File: config.mk
export PLATFORM = sky130hd
export DESIGN_NAME = lfsr_range_sampler_flat
export DESIGN_NICKNAME = d
export VERILOG_FILES = /design/src/rtl/lfsr_range_sampler_if.sv /design/src/rtl/lfsr_range_sampler.sv /design/src/flat_wrapper.sv
export SDC_FILE = /design/constraint.sdc
export NUM_CORES = 1
export LEC_CHECK = 0
export BUFFER_PORTS_ARGS = -buffer_cell sky130_fd_sc_hd__buf_2
export CAP_MARGIN = 15
export CORE_ASPECT_RATIO = 1.25
export CORE_MARGIN = 5
export CORE_UTILIZATION = 40
export DETAILED_ROUTE_END_ITERATION = 6
export SYNTH_ARGS = -nofsm -noshare
export SYNTH_HDL_FRONTEND = slang
export SYNTH_SLANG_ARGS = --single-unit
File: constraint.sdc
create_clock -name clk_i -period 5 [get_ports clk_i]
set_input_delay 0.5 -clock clk_i [delete_from_list [all_inputs] [get_ports clk_i]]
set_output_delay 0.5 -clock clk_i [all_outputs]
set_load 0.05 [all_outputs]
File: src/rtl/lfsr_range_sampler_if.sv
// Stream/bus bundle between the 16-bit training LFSR, the range sampler
// and the training datapath that consumes samples.
//   en_i      : run request into the sampler
//   limit_i   : exclusive upper bound for samples (0 means 2^OUT_W)
//   lfsr_i    : current LFSR state, registered upstream
//   lfsr_en_o : advance request back to the LFSR
//   sample_o  : sample value, qualified by valid_o
//   valid_o   : sample available
//   ready_i   : consumer accepts the sample when it and valid_o are high
//   rej_cnt_o : saturating count of rejected draws since reset
// The sampler connects through the slave modport, its driver through master.
interface lfsr_range_sampler_if #(
  parameter int LFSR_W = 16,
  parameter int OUT_W  = 8
);
  logic              en_i;
  logic [OUT_W-1:0]  limit_i;
  logic [LFSR_W-1:0] lfsr_i;
  logic              lfsr_en_o;
  logic [OUT_W-1:0]  sample_o;
  logic              valid_o;
  logic              ready_i;
  logic [15:0]       rej_cnt_o;

  modport slave (
    input  en_i, limit_i, lfsr_i, ready_i,
    output lfsr_en_o, sample_o, valid_o, rej_cnt_o
  );

  modport master (
    output en_i, limit_i, lfsr_i, ready_i,
    input  lfsr_en_o, sample_o, valid_o, rej_cnt_o
  );
endinterface

File: src/rtl/lfsr_range_sampler.sv
// Converts LFSR words into uniform integers in [0, limit) using
// mask-and-reject sampling with a bounded number of rejections, and
// presents them on a valid/ready stream.
// Ports:
//   clk_i : single clock, rising edge
//   rst_i : synchronous active-high reset
//   bus   : lfsr_range_sampler_if slave modport (run request, limit,
//           LFSR word/advance, sample stream, rejection counter)
module lfsr_range_sampler #(
  parameter int OUT_W   = 8,
  parameter int MAX_REJ = 4
) (
  input  logic                  clk_i,
  input  logic                  rst_i,
  lfsr_range_sampler_if.slave   bus
);

  typedef enum logic [1:0] {
    ST_IDLE  = 2'd0,
    ST_RUN   = 2'd1,
    ST_DRAIN = 2'd2
  } state_e;

  // Smallest 2^k-1 covering x: OR every bit into all lower positions.
  function automatic logic [OUT_W-1:0] smear(input logic [OUT_W-1:0] x);
    logic [OUT_W-1:0] r;
    r = x;
    for (int s = 1; s < OUT_W; s = s * 2) begin
      r = r | (r >> s);
    end
    return r;
  endfunction

  state_e           state_q, state_d;
  logic [OUT_W-1:0] limit_q, limit_d;
  logic [OUT_W-1:0] mask_q, mask_d;
  logic [OUT_W-1:0] sample_q, sample_d;
  logic             valid_q, valid_d;
  logic [3:0]       rej_run_q, rej_run_d;
  logic [15:0]      rej_cnt_q, rej_cnt_d;

  logic             draw_s;
  logic [OUT_W-1:0] v_s;
  logic             in_range_s;

  // A draw needs an empty output slot or one being popped this cycle.
  assign draw_s     = (state_q == ST_RUN) && bus.en_i && (!valid_q || bus.ready_i);
  assign v_s        = bus.lfsr_i[OUT_W-1:0] & mask_q;
  assign in_range_s = (limit_q == '0) || (v_s < limit_q);

  assign bus.lfsr_en_o = draw_s && !rst_i;
  assign bus.sample_o  = sample_q;
  assign bus.valid_o   = valid_q;
  assign bus.rej_cnt_o = rej_cnt_q;

  // Next-state and datapath decisions for the sampler FSM.
  always_comb begin
    state_d   = state_q;
    limit_d   = limit_q;
    mask_d    = mask_q;
    sample_d  = sample_q;
    valid_d   = valid_q;
    rej_run_d = rej_run_q;
    rej_cnt_d = rej_cnt_q;
    case (state_q)
      ST_IDLE: begin
        if (bus.en_i) begin
          limit_d = bus.limit_i;
          // limit 0 wraps to all ones, i.e. the full range with no rejection.
          mask_d  = smear(bus.limit_i - OUT_W'(1));
          state_d = ST_RUN;
        end else begin
          state_d = ST_IDLE;
        end
      end
      ST_RUN: begin
        if (!bus.en_i) begin
          rej_run_d = 4'd0;
          valid_d   = valid_q && !bus.ready_i;
          state_d   = (valid_q && !bus.ready_i) ? ST_DRAIN : ST_IDLE;
        end else if (draw_s) begin
          if (in_range_s) begin
            sample_d  = v_s;
            valid_d   = 1'b1;
            rej_run_d = 4'd0;
          end else if (rej_run_q < 4'(MAX_REJ)) begin
            rej_run_d = rej_run_q + 4'd1;
            if (rej_cnt_q != 16'hFFFF) begin
              rej_cnt_d = rej_cnt_q + 16'd1;
            end else begin
              rej_cnt_d = rej_cnt_q;
            end
            valid_d = valid_q && !bus.ready_i;
          end else begin
            // v <= mask < 2*limit, so the difference lands inside [0, limit).
            sample_d  = v_s - limit_q;
            valid_d   = 1'b1;
            rej_run_d = 4'd0;
          end
        end else begin
          valid_d = valid_q;
        end
      end
      ST_DRAIN: begin
        if (!valid_q || bus.ready_i) begin
          valid_d = 1'b0;
          state_d = ST_IDLE;
        end else begin
          state_d = ST_DRAIN;
        end
      end
      default: begin
        valid_d = 1'b0;
        state_d = ST_IDLE;
      end
    endcase
  end

  // State registers with synchronous reset.
  always_ff @(posedge clk_i) begin
    if (rst_i) begin
      state_q   <= ST_IDLE;
      limit_q   <= '0;
      mask_q    <= '1;
      sample_q  <= '0;
      valid_q   <= 1'b0;
      rej_run_q <= 4'd0;
      rej_cnt_q <= 16'd0;
    end else begin
      state_q   <= state_d;
      limit_q   <= limit_d;
      mask_q    <= mask_d;
      sample_q  <= sample_d;
      valid_q   <= valid_d;
      rej_run_q <= rej_run_d;
      rej_cnt_q <= rej_cnt_d;
    end
  end

endmodule

File: src/flat_wrapper.sv
// flat-port wrapper written by rule: the top's interface ports become plain ports
module lfsr_range_sampler_flat 
#(
  parameter int OUT_W   = 8,
  parameter int MAX_REJ = 4
)
  (clk_i, rst_i, bus_en_i, bus_limit_i, bus_lfsr_i, bus_ready_i, bus_lfsr_en_o, bus_sample_o, bus_valid_o, bus_rej_cnt_o);
  lfsr_range_sampler_if #(.LFSR_W(16), .OUT_W(OUT_W)) bus_i ();
  input  logic clk_i;
  input  logic rst_i;
  input wire logic [$bits(bus_i.en_i)-1:0] bus_en_i;
  input wire logic [$bits(bus_i.limit_i)-1:0] bus_limit_i;
  input wire logic [$bits(bus_i.lfsr_i)-1:0] bus_lfsr_i;
  input wire logic [$bits(bus_i.ready_i)-1:0] bus_ready_i;
  output wire logic [$bits(bus_i.lfsr_en_o)-1:0] bus_lfsr_en_o;
  output wire logic [$bits(bus_i.sample_o)-1:0] bus_sample_o;
  output wire logic [$bits(bus_i.valid_o)-1:0] bus_valid_o;
  output wire logic [$bits(bus_i.rej_cnt_o)-1:0] bus_rej_cnt_o;
  assign bus_i.en_i = bus_en_i;
  assign bus_i.limit_i = bus_limit_i;
  assign bus_i.lfsr_i = bus_lfsr_i;
  assign bus_i.ready_i = bus_ready_i;
  assign bus_lfsr_en_o = bus_i.lfsr_en_o;
  assign bus_sample_o = bus_i.sample_o;
  assign bus_valid_o = bus_i.valid_o;
  assign bus_rej_cnt_o = bus_i.rej_cnt_o;
  lfsr_range_sampler #(.OUT_W(OUT_W), .MAX_REJ(MAX_REJ)) u_core (.clk_i(clk_i), .rst_i(rst_i), .bus(bus_i));
endmodule
======== Word-level counts from Yosys, hierarchy flattened ========
Cells that the tools add are included.
W data, S select, Z words.
word-level totals
  output and inout bits ................... 26
  input bits .............................. 28
  logic and storage cells ................. 60
  register bits ........................... 47
cells by class
  $add $sub $neg .......................... 4
  mux-type cells .......................... 17
  $lt $le $gt $ge ......................... 2
  bitwise operators ....................... 6
  equality and inequality tests ........... 8
  reductions and logical operators ........ 16
operators with widths
  cell                     number
  $add A16 B1 Y16 const B  1
  $mux W4                  4
  $mux W8                  2
  $ne A16 B16 Y1 const B   1
  $and A8 B8 Y8            1
  $logic_not A8 Y1         1
  $lt A8 B8 Y1             1
  $or A8 B4 Y8             1
  $or A8 B6 Y8             1
  $or A8 B7 Y8             1
  $sub A8 B1 Y8 const B    1
  $sub A8 B8 Y8            1
  $mux W1                  6
  $mux W2                  3
  $ne A2 B1 Y1 const B     3
  $pmux W2 S3              1
  $reduce_and A6 Y1        1
  $add A4 B1 Y4 const B    1
  $logic_and A1 B1 Y1      4
  $lt A4 B3 Y1 const B     1
  $reduce_and A2 Y1        2
  $reduce_and A4 Y1        1
  $logic_not A1 Y1         3
  $ne A3 B2 Y1 const B     1
  other kinds (8)          10

======== Logic depth before layout (Yosys ltp) ========
  depth in word-level cells ............... 7
  depth in mapped cells ................... 11
  gate-level depth less buffers ........... 10

======== Worst setup path before layout ========
Ideal clock, no wire load.
  kind .................................... in2reg
  from .................................... input port bus_lfsr_i[0]
  to ...................................... register u_core.sample_q[7], in the netlist u_core.bus.sample_o[7]
  stages .................................. 10
  slack ................................... 2502 ps
  library setup time ...................... 67 ps
  path buffers ............................ 0
  data required time ...................... 4933 ps
  arrival time ............................ 2430 ps
  cells stage by stage .................... nand2_1 ha_1 inv_1 fa_1 a21oi_1 o22ai_1 a41oi_2 or3_4 o32a_1 a21oi_2
on the way
  cells in the longest elaborated chain, start to end .. 5
  elaborated cells on any way between the ends .. 8
  classes of those cells .................. add/sub (1); order compare (1); eq/ne (1); mux (2); bitwise (1); reduce/logical (2)
ends and longest elaborated chain
  item                                line                       RTL
  start: declaration                  flat_wrapper.sv:13         input wire logic [$bits(bus_i.lfsr_i)-1:0] bus_lfsr_i;
  $and A8 B8 Y8 *                     lfsr_range_sampler.sv:48   assign v_s = bus.lfsr_i[OUT_W-1:0] & mask_q;
  $lt A8 B8 Y1                        lfsr_range_sampler.sv:49   assign in_range_s = (limit_q == '0) || (v_s < limit_q);
  $logic_or A1 B1 Y1                  lfsr_range_sampler.sv:49
  $ne A2 B1 Y1 (no source line)       n/a
  $reduce_and A4 Y1 (no source line)  n/a
  end signal: assignment              lfsr_range_sampler.sv:133  sample_q <= sample_d;
  end: declaration                    lfsr_range_sampler.sv:37   logic [OUT_W-1:0] sample_q, sample_d;
Every way passes the cells marked *; elsewhere a longest branch is shown, timed or not. The select of a mux whose other input is x is not followed.
A chain may end at the register's enable or synchronous reset.

======== Worst setup path after layout ========
  from .................................... register u_core.mask_q[0]
  to ...................................... register u_core.rej_cnt_q[12], in the netlist u_core.bus.rej_cnt_o[12]
on the way
  cells in the longest elaborated chain, start to end .. 5
ends and longest elaborated chain
  item                                line                       RTL
  start: declaration                  lfsr_range_sampler.sv:36   logic [OUT_W-1:0] mask_q, mask_d;
  start signal: assignment            lfsr_range_sampler.sv:132  mask_q <= mask_d;
  $and A8 B8 Y8                       lfsr_range_sampler.sv:48
  $lt A8 B8 Y1                        lfsr_range_sampler.sv:49
  $logic_or A1 B1 Y1                  lfsr_range_sampler.sv:49
  $not A1 Y1 (no source line)         n/a
  $reduce_and A6 Y1 (no source line)  n/a
  end signal: assignment              lfsr_range_sampler.sv:136  rej_cnt_q <= rej_cnt_d;
  end: declaration                    lfsr_range_sampler.sv:40   logic [15:0] rej_cnt_q, rej_cnt_d;
No other way between the ends.

==> impl_metrics.toml <==
[place]
place_ws_ps = 1640
port_buffers = 45
dp.final_hpwl_um = 4540
routabilityCongestion = 0.842
dpl_cell_area_mm2 = 0.00292

[setup_path]
end_kind = "flop"
crit_buf_inv = 1
cp-start-kind = "flop"
cp_cell_sequence = "nand2_1 > ha_1 > inv_1 > fa_1 > a21oi_1 > o22ai_1 > a41o_1 > nand3_1 > nor2_1 > mux2_2"
critPathKind = "reg2reg"
crit_family = "compound AO/OA/AOI/OAI gates"
required_ps = 5200
critPathArrivalTime_ps = 3130
critical-path-slowest-cell = "a41o_1"
crit_fanout = 16
cpPeakStageDelay_ps = 610

[grt]
grt-ovfl-total = 0
grt.met1_usage = 0.216
grt_pass1_vias = 2232
grt_util_met2 = 0.246
grt_usage = 0.156
grt_first_pass_wirelength_um = 10400
use_met3 = 0.0322
grt_antenna_before_repair = 0
grt_max_degree = 50
grt-busiest-layer = "met2"

[pwr]
powerDensity_mw_per_mm2 = 269
p_leak_nw = 1.23
ir_drop_mv = 0.159
p_total_w = 0.000813

[yosys]
synthDistinctLibCells = 51
async_flop_share = 0
syn-num-nets = 368
synth_top_area_frac = 0.358
synth.area.top_cells = "dfxtp_1, nor2_1, ha_1"
ys_ff_latch = 47
yosysTopAreaCell = "dfxtp_1"
yosysSeqAreaShare = 0.358
ys.flop_type = "dfxtp_1"
syn-cell-area_mm2 = 0.00263
synth_edf_count = 0
syn_inst = 327
syn-mean-instance-area_um2 = 8.04
ys.warnings.count = 0

[timing]
worst_slew_pin_slew_ps = 882
tns_ps = 0
period_minus_slack_ps = 2940
finalSetupViolCount = 0
final_max_slew_viol_count = 0
hold_violations = 0
fmax_ghz = 0.341
rsz0062_at_grt = "no"
skew_ps = 9.23
layout_setup_ws_ps = 2060
max_slew_margin = 0.412
post-route-period-util = 0.587

[layout]
nFillCells = 691
antenna_cells = 0
final_common_cell = "dfxtp_1"
fin_area_mm2 = 0.00302
nNetsFinal = 411
final_cell_mix = "dfxtp_1, buf_2, nor2_1"
drive_gt1_frac = 0.178
area_delta_synth_final_pct = 14.8

[clock_network]
cts_sinks = 47
numCtsBuffers = 5
clk_path_buf_depth = 2
cts_tree = "built"
clk-insertion-delay-late_ps = 310
cts_hold_buffers = 0
path_clk_slew_ps = 90
htree_levels = 2
cts_resized = 0
root_buffer = "clkbuf_8"
post_cts_buffers = 0

[die]
dieArea_mm2 = 0.00831
rows = 33
coreArea_mm2 = 0.00648
die_height_um = 101
fp.dieW_um = 82.5
initial_core_util = 0.406
num_io_pins = 54

[status]
status = "finished, final reports clean"

[detailed_routing]
vias = 2401
wirelength_um = 6120
post_drt_wl_per_cell_um = 13.4
first_iter_violations = 154
viasPerCell = 5.24
first_pass_iters = 4
ant_nets = 0
drc = 0

[flow_run]
drv_cap = 0

[worst_hold_path]
hp-class = "reg2reg"
worst reg2reg max path, stage by stage (launching register included):
cell and delay [ps]:
dfxtp_1 360, nand2_1 80, ha_1 190, inv_1 70, fa_1 220, a21oi_1 110, o22ai_1 380, a41o_1 610
nand3_1 310, nor2_1 170, mux2_2 340
synthesized netlist by cell type, types with 3 or more instances:
cell      instances
dfxtp_1          47
nor2_1           43
nand2_1          29
a21oi_1          28
inv_1            15
xor2_1           13
ha_1             12
nand3_1          11
nor3_1           11
o21ai_0          11
nand4_1          10
and2_1            8
clkbuf_1          7
nand2b_1          7
and3_1            5
nor2b_1           5
nor4_1            5
xnor2_1           5
nor3b_1           4
a22oi_1           3
a31oi_1           3
o21bai_1          3
or3_1             3
through the flow:
| step | utilization | cells | hold WS, ps |
|---|---|---|---|
| after global placement | 0.450 | 449 | 435 |
| after floorplan | - | 327 | 427 |
| after detailed placement | 0.450 | 449 | 447 |
| after CTS | 0.465 | 457 | 462 |
| final | 0.466 | 458 | 468 |
| after global routing | 0.466 | 458 | 462 |
final timing paths:
check | from | to | slack [ps] | cells after the start
worst max-delay path | u_core.mask_q[0]$_SDFFE_PP1P_ | u_core.bus.rej_cnt_o[12]$_SDFFE_PP0P_ | 2060 | 10
worst min-delay path | u_core.mask_q[7]$_SDFFE_PP1P_ | u_core.mask_q[7]$_SDFFE_PP1P_ | 470 | 1
worst min register to register | u_core.mask_q[7]$_SDFFE_PP1P_ | u_core.mask_q[7]$_SDFFE_PP1P_ | 470 | 1
worst max register to register | u_core.mask_q[0]$_SDFFE_PP1P_ | u_core.bus.rej_cnt_o[12]$_SDFFE_PP0P_ | 2060 | 10
flip-flops by register name, summed over array words and instances (netlist names):
register	cells
u_core.bus.rej_cnt_o	16
u_core.bus.sample_o	8
u_core.limit_q	8
u_core.mask_q	8
u_core.rej_run_q	4
u_core.state_q	2
u_core.bus.valid_o	1
final cells by class:
cell class              instances  area [um^2]  share of cell area
flip-flops and latches         47          941               0.312
repair buffers                 46          233              0.0771
multi-input cells             255         1590               0.525
inverters                      15         56.3              0.0186
clock inverters                 2         13.8             0.00456
well taps                      87          109              0.0360
clock buffers                   6         82.6              0.0273
per-layer routing:
layer  vias to the layer above  share of wire
met2                        48           0.45
met1                      1096           0.49
li1                       1250              -
met5                         -              0
met3                         7          0.047
met4                         0         0.0093
where the power goes:
group	internal, W	switching (W)
logic	0.0000587	0.000109
clock network	0.000113	0.000140
registers	0.000385	0.00000698
total	0.000557	0.000256
cells by family after synthesis:
family | synth area share
AND/OR/NAND/NOR | 0.293
AO/OA/AOI/OAI | 0.177
flip-flops | 0.358
buffers and inverters | 0.0395
XOR/XNOR | 0.0599
adder cells (fa/ha/maj) | 0.0647
multiplexers | 0.00856
Note: power is estimated with default switching activity, not from simulation.
